File: src/rtl/slow_rom_pkg.sv
// ============================================================================
// Module   : slow_rom_pkg
// Brief    : Shared types for the slow program-memory fetch controller.
// Revision : 1.0 - initial release
// ============================================================================
`default_nettype none

package slow_rom_pkg;

  typedef enum logic [1:0] {
    IDLE   = 2'd0,
    SETTLE = 2'd1,
    RESP   = 2'd2
  } state_e;

  typedef enum logic {
    GNT_CPU = 1'b0,
    GNT_DBG = 1'b1
  } gnt_e;

  localparam int MIN_WAIT = 1;

endpackage

`default_nettype wire

File: src/rtl/slow_rom_fetch_ctrl_rr_arb2.sv
// ============================================================================
// Module   : rr_arb2
// Brief    : Two-way round-robin arbiter with request mask; only last_grant
//            is registered.
// Revision : 1.0 - initial release
// ============================================================================
`default_nettype none

module rr_arb2
  import slow_rom_pkg::*;
(
  input  logic       clk,
  input  logic       sync_reset_n,
  input  logic [1:0] req,         // bit 0 = CPU, bit 1 = debug
  input  logic [1:0] mask,        // set bits remove a requester from contention
  input  logic       update,      // the controller is taking the grant this cycle
  output logic [1:0] grant,
  output gnt_e       last_grant
);

  logic [1:0] w_req;
  gnt_e       r_last_grant;

  always_comb begin
    w_req = req & ~mask;
    grant = 2'b00;
    case (w_req)
      2'b01:   grant = 2'b01;
      2'b10:   grant = 2'b10;
      2'b11:   grant = (r_last_grant == GNT_DBG) ? 2'b01 : 2'b10;
      default: grant = 2'b00;
    endcase
  end

  // Reset to DBG so the CPU wins the first tie.
  always_ff @(posedge clk) begin
    if (!sync_reset_n) begin
      r_last_grant <= GNT_DBG;
    end else if (update && (grant != 2'b00)) begin
      r_last_grant <= grant[0] ? GNT_CPU : GNT_DBG;
    end
  end

  assign last_grant = r_last_grant;

endmodule

`default_nettype wire

File: src/rtl/slow_rom_fetch_ctrl.sv
// ============================================================================
// Module   : slow_rom_fetch_ctrl
// Brief    : Sequences CPU / debug reads through a slow multi-cycle ROM path.
// Revision : 1.0 - initial release
// ============================================================================
`default_nettype none

module slow_rom_fetch_ctrl
  import slow_rom_pkg::*;
#(
  parameter int ADDR_W      = 8,
  parameter int DATA_W      = 8,
  parameter int WAIT_CYCLES = 3
) (
  input  logic              clk,
  input  logic              sync_reset_n,
  input  logic              cpu_req,
  input  logic [ADDR_W-1:0] cpu_addr,
  output logic              cpu_valid,
  output logic [DATA_W-1:0] cpu_data,
  input  logic              dbg_req,
  input  logic [ADDR_W-1:0] dbg_addr,
  output logic              dbg_valid,
  output logic [DATA_W-1:0] dbg_data,
  output logic [ADDR_W-1:0] rom_addr,
  input  logic [DATA_W-1:0] rom_data,
  output logic              busy
);

  // An illegal zero wait is clamped to the shortest settle.
  localparam int c_wait = (WAIT_CYCLES < MIN_WAIT) ? MIN_WAIT : WAIT_CYCLES;
  localparam int CNT_W  = $clog2(c_wait + 1);
  localparam logic [CNT_W-1:0] c_cnt_load = CNT_W'(c_wait - 1);

  state_e            r_state,     w_state_n;
  logic [CNT_W-1:0]  r_cnt,       w_cnt_n;
  logic [ADDR_W-1:0] r_rom_addr,  w_rom_addr_n;
  logic [DATA_W-1:0] r_cpu_data,  w_cpu_data_n;
  logic [DATA_W-1:0] r_dbg_data,  w_dbg_data_n;
  logic              r_cpu_valid, w_cpu_valid_n;
  logic              r_dbg_valid, w_dbg_valid_n;

  logic [1:0] w_grant;
  logic [1:0] w_mask;
  logic       w_update;
  gnt_e       w_last_grant;

  // last_grant always names the owner of the access in flight.
  always_comb begin
    w_mask = 2'b00;
    if (r_state == RESP) begin
      w_mask = (w_last_grant == GNT_CPU) ? 2'b01 : 2'b10;
    end
  end

  assign w_update = (r_state == IDLE) || (r_state == RESP);

  rr_arb2 u_arb (
    .clk          (clk),
    .sync_reset_n (sync_reset_n),
    .req          ({dbg_req, cpu_req}),
    .mask         (w_mask),
    .update       (w_update),
    .grant        (w_grant),
    .last_grant   (w_last_grant)
  );

  always_comb begin
    w_state_n     = r_state;
    w_cnt_n       = r_cnt;
    w_rom_addr_n  = r_rom_addr;
    w_cpu_data_n  = r_cpu_data;
    w_dbg_data_n  = r_dbg_data;
    w_cpu_valid_n = 1'b0;
    w_dbg_valid_n = 1'b0;

    case (r_state)
      IDLE: begin
        if (w_grant != 2'b00) begin
          w_rom_addr_n = w_grant[0] ? cpu_addr : dbg_addr;
          w_cnt_n      = c_cnt_load;
          w_state_n    = SETTLE;
        end
      end
      SETTLE: begin
        if (r_cnt != '0) begin
          w_cnt_n = r_cnt - CNT_W'(1);
        end else begin
          if (w_last_grant == GNT_CPU) begin
            w_cpu_data_n  = rom_data;
            w_cpu_valid_n = 1'b1;
          end else begin
            w_dbg_data_n  = rom_data;
            w_dbg_valid_n = 1'b1;
          end
          w_state_n = RESP;
        end
      end
      RESP: begin
        // Hand the path straight to the other requester to skip IDLE.
        if (w_grant != 2'b00) begin
          w_rom_addr_n = w_grant[0] ? cpu_addr : dbg_addr;
          w_cnt_n      = c_cnt_load;
          w_state_n    = SETTLE;
        end else begin
          w_state_n = IDLE;
        end
      end
      default: begin
        w_state_n = IDLE;
      end
    endcase
  end

  always_ff @(posedge clk) begin
    if (!sync_reset_n) begin
      r_state     <= IDLE;
      r_cnt       <= '0;
      r_rom_addr  <= '0;
      r_cpu_data  <= '0;
      r_dbg_data  <= '0;
      r_cpu_valid <= 1'b0;
      r_dbg_valid <= 1'b0;
    end else begin
      r_state     <= w_state_n;
      r_cnt       <= w_cnt_n;
      r_rom_addr  <= w_rom_addr_n;
      r_cpu_data  <= w_cpu_data_n;
      r_dbg_data  <= w_dbg_data_n;
      r_cpu_valid <= w_cpu_valid_n;
      r_dbg_valid <= w_dbg_valid_n;
    end
  end

  assign rom_addr  = r_rom_addr;
  assign cpu_data  = r_cpu_data;
  assign dbg_data  = r_dbg_data;
  assign cpu_valid = r_cpu_valid;
  assign dbg_valid = r_dbg_valid;
  assign busy      = (r_state != IDLE);

endmodule

`default_nettype wire
File: config.mk
export PLATFORM = sky130hd
export DESIGN_NAME = slow_rom_fetch_ctrl
export DESIGN_NICKNAME = d
export VERILOG_FILES = /design/src/rtl/slow_rom_pkg.sv /design/src/rtl/slow_rom_fetch_ctrl_rr_arb2.sv /design/src/rtl/slow_rom_fetch_ctrl.sv
export SDC_FILE = /design/constraint.sdc
export NUM_CORES = 1
export LEC_CHECK = 0
export ABC_CLOCK_PERIOD_IN_PS = 3600
export BUFFER_PORTS_ARGS = -buffer_cell sky130_fd_sc_hd__clkbuf_2
export CAP_MARGIN = 20
export CORE_UTILIZATION = 40
export DETAILED_ROUTE_END_ITERATION = 10
export GPL_TIMING_DRIVEN = 0
export PLACE_DENSITY_LB_ADDON = 0.12
export SLEW_MARGIN = 0
export SYNTH_ARGS = -nofsm -noshare
export SYNTH_HDL_FRONTEND = slang
export SYNTH_HIERARCHICAL = 1
export SYNTH_SLANG_ARGS = --single-unit
File: constraint.sdc
create_clock -name clk -period 3.6 [get_ports clk]
set_input_delay 0.36 -clock clk [delete_from_list [all_inputs] [get_ports clk]]
set_output_delay 0.36 -clock clk [all_outputs]
set_load 0.05 [all_outputs]
==> out/metrics.yaml <==
power_density_mw_per_mm2: 509
async_flop_share_pct: 0
final_max_slew_viol_count: 0
max_slew_margin_pct: 64.4
p_sw_w: 0.000296
hold_viol: 0
drt_iter0_drc: 69
initial_core_util_pct: 42.2
worst_r2r_path_depth: 8
worst_slew_pin_slew_ns: 0.534
synth_most_common_cell: "dfxtp_1"
fin_crit_sh_pct: 55.7
leakagePower_nw: 0.785
switching_share_pct: 34.4
cp_max_fo: 10
synthAdderAreaFrac_pct: 0.962
rsz0062_at_grt: "no"
cts-root-buf: "clkbuf_4"
tns_ns: 0
reg2reg_from: "r_state[1]$_SDFFE_PN0P_"
final_cells: 244
fmax_ghz: 0.499
ctsResizeCount: 0
power_frac_seq_pct: 45.1
ant_nets: 0
drc_errors: 0
grt_pass1_wl_um: 4770
avgSynthCellArea_um2: 9.42
maxCapViolations: 0
synth.area.top_cells: "dfxtp_1, o21ai_0, mux2i_1"
final_nets: 228
clk_path_buf_depth: 2
cts_sinks: 31
num_rows: 20
clkTransAtPathRegs_ns: 0.09
pre_cts_slack_ns: 1.63
postCtsSetupBuffers: 0
drtPass1Iterations: 4
routed_wl_um: 2950
die_area_mm2: 0.00348
portBuffers: 54
combPwrFrac_pct: 28.0
synth_top_area_cell: "dfxtp_1"
cp.required_ns: 3.84
regToRegEndpoint: "rom_addr[4]$_SDFFE_PN0P_"
cellInternalPower_w: 0.000565
synth_seq_area_share_pct: 47.7
synth_area_mm2: 0.00130
die_height_um: 59.0
gr-total-overflow: 0
power_frac_clock_pct: 26.8
ios: 55
worstHoldPathCells: 2
antenna_found_initial: 0
synth_top_area_share_pct: 47.7
skew_ns: 0.00670
status: "completed"
coreArea_mm2: 0.00308
worstPathArrival_ns: 2.25
diodes: 0
crit_path_end: "rom_addr[4]$_SDFFE_PN0P_"
detailed_place_hpwl_um: 2190
period_minus_slack_ns: 2.00
crit_path_end_kind: "flip-flop"
place_inst: 236
ys.flop_type: "dfxtp_1"
via_count: 1198
worst_slack_ns: 1.60
grt_max_degree: 11
cts_max_level: 2
track_usage_pct: 18.6
r2r_slack_ns: 1.60
cts_buffers: 5
via_per_inst: 4.91
drive_above_1_share_pct: 39.0
synth_enable_flop_cells: 0
muxShareOfSynthArea_pct: 6.16
synth-compound-area-share_pct: 16.5
synth_seq_cells: 31
crit_start: "r_state[1]$_SDFFE_PN0P_"
cts_tree: "done"
synthCells: 138
hp-class: "input port to flip-flop"
critical_path_class: "flip-flop to flip-flop"
ir_worst_vdd_mv: 0.260
startpoint_type: "flip-flop"
slowest_stage: "dfxtp_1"
crit_top_cell: "buf_6"
grt_pass1_vias: 1116
synth_common_cells: "dfxtp_1, o21ai_0, nand3_1"
routabilityCongestion: 0.750
nFillCells: 302
synth-simple-area-share_pct: 20.5
area_growth_pct: 30.3
clkLatencyLatePin_ns: 0.33
setup_violations: 0
synth_xor_area_share_pct: 0
synth_top_family_by_area: "simple AND/OR/NAND/NOR gates"
hold_buffers: 0
crit_chain: "nor3b_1 > and2b_2 > o21a_1 > buf_6 > o21ba_1 > buf_6 > buf_12 > a211oi_1"
synth_nets: 167
die_w_um: 59.0
slowest_delay_ns: 0.47
yosys_warnings: 6
wl_per_cell_um: 12.1
yosysUniqueCellTypes: 32
==> cell type report <==
cell class / instances / area (µm²) / share of cell area, %
Inverter: 5 / 18.8 / 1.11
Clock buffer: 8 / 68.8 / 4.06
Buffer: 11 / 87.6 / 5.17
Multi-Input combinational cell: 91 / 573 / 33.8
Sequential cell: 31 / 621 / 36.6
Tap cell: 44 / 55.1 / 3.25
Timing Repair Buffer: 54 / 270 / 16.0
==> how the worst min path moves through the flow <==
stage / from / endpoint / slack, ns
after floorplan: sync_reset_n / u_arb/last_grant$_SDFFE_PN1P_ / 0.43
after global placement: cpu_data[7]$_SDFFE_PN0P_ / cpu_data[7]$_SDFFE_PN0P_ / 0.45
after detailed placement: dbg_data[4]$_SDFFE_PN0P_ / dbg_data[4]$_SDFFE_PN0P_ / 0.46
after CTS: sync_reset_n / u_arb/last_grant$_SDFFE_PN1P_ / 0.20
after global routing: sync_reset_n / u_arb/last_grant$_SDFFE_PN1P_ / 0.19
final: sync_reset_n / u_arb/last_grant$_SDFFE_PN1P_ / 0.21
==> registers in the layout, summed over array words and instances, names as in the netlist <==
| name | cells |
|---|---|
| u_arb/last_grant | 1 |
| rom_addr | 8 |
| dbg_valid | 1 |
| r_cnt | 2 |
| cpu_valid | 1 |
| r_state | 2 |
| dbg_data | 8 |
| cpu_data | 8 |
==> per-stage QoR <==
stage | cell area [µm²] | power (W) | utilization (%) | hold slack [ns]
CTS | 1690 | 0.000869 | 55.0 | 0.200
global route | 1690 | 0.000906 | 55.0 | 0.193
global placement | 1630 | 0.000633 | 52.8 | 0.453
floorplan | 1300 | 0.000579 | - | 0.426
finish | 1690 | 0.000862 | 55.0 | 0.211
detailed placement | 1630 | 0.000639 | 52.8 | 0.464
==> cells in the final DEF (no fill, tap or decap), drive strengths merged, types with 5 or more instances in the layout <==
master   n
clkbuf  64
dfxtp   31
o21ai   17
nand3   16
nor2    12
nand2    9
buf      9
mux2i    8
a211oi   8
inv      5
==> critical path, delay by kind of cell (launching register included) <==
| family | cells | cell delay, ns |
|---|---|---|
| and+or+nand+nor | 2 | 0.52 |
| AOI/OAI and AO/OA | 3 | 0.50 |
| DFF | 1 | 0.47 |
| buffers and inverters | 3 | 0.42 |
==> routing by layer <==
| metal | GRT usage, % | up-vias | routed length (µm) |
|---|---|---|---|
| li1 | - | 611 | - |
| met1 | 22.1 | 541 | 1330 |
| met2 | 30.0 | 39 | 1380 |
| met3 | 8.08 | 7 | 189 |
| met4 | 6.12 | 0 | 48 |
| met5 | 0 | - | 0 |
==> power groups by stage <==
stage / Sequential (W) / Combinational [W] / Clock (W)
after global routing: 0.000393 / 0.000259 / 0.000254
after global placement: 0.000395 / 0.000238 / 0
after CTS: 0.000389 / 0.000243 / 0.000237
after detailed placement: 0.000397 / 0.000242 / 0
after floorplan: 0.000471 / 0.000108 / 0
final: 0.000389 / 0.000242 / 0.000231
==> cell families (layout without fill, tap and decap cells) <==
logic type,Yosys count,in the layout
AND/OR/NAND/NOR,50,50
AO/OA/AOI/OAI,32,32
flip-flops,31,31
buffers and inverters,16,78
multiplexers,8,8
adder cells (fa/ha/maj),1,1
(Power assumes the default switching activity.)
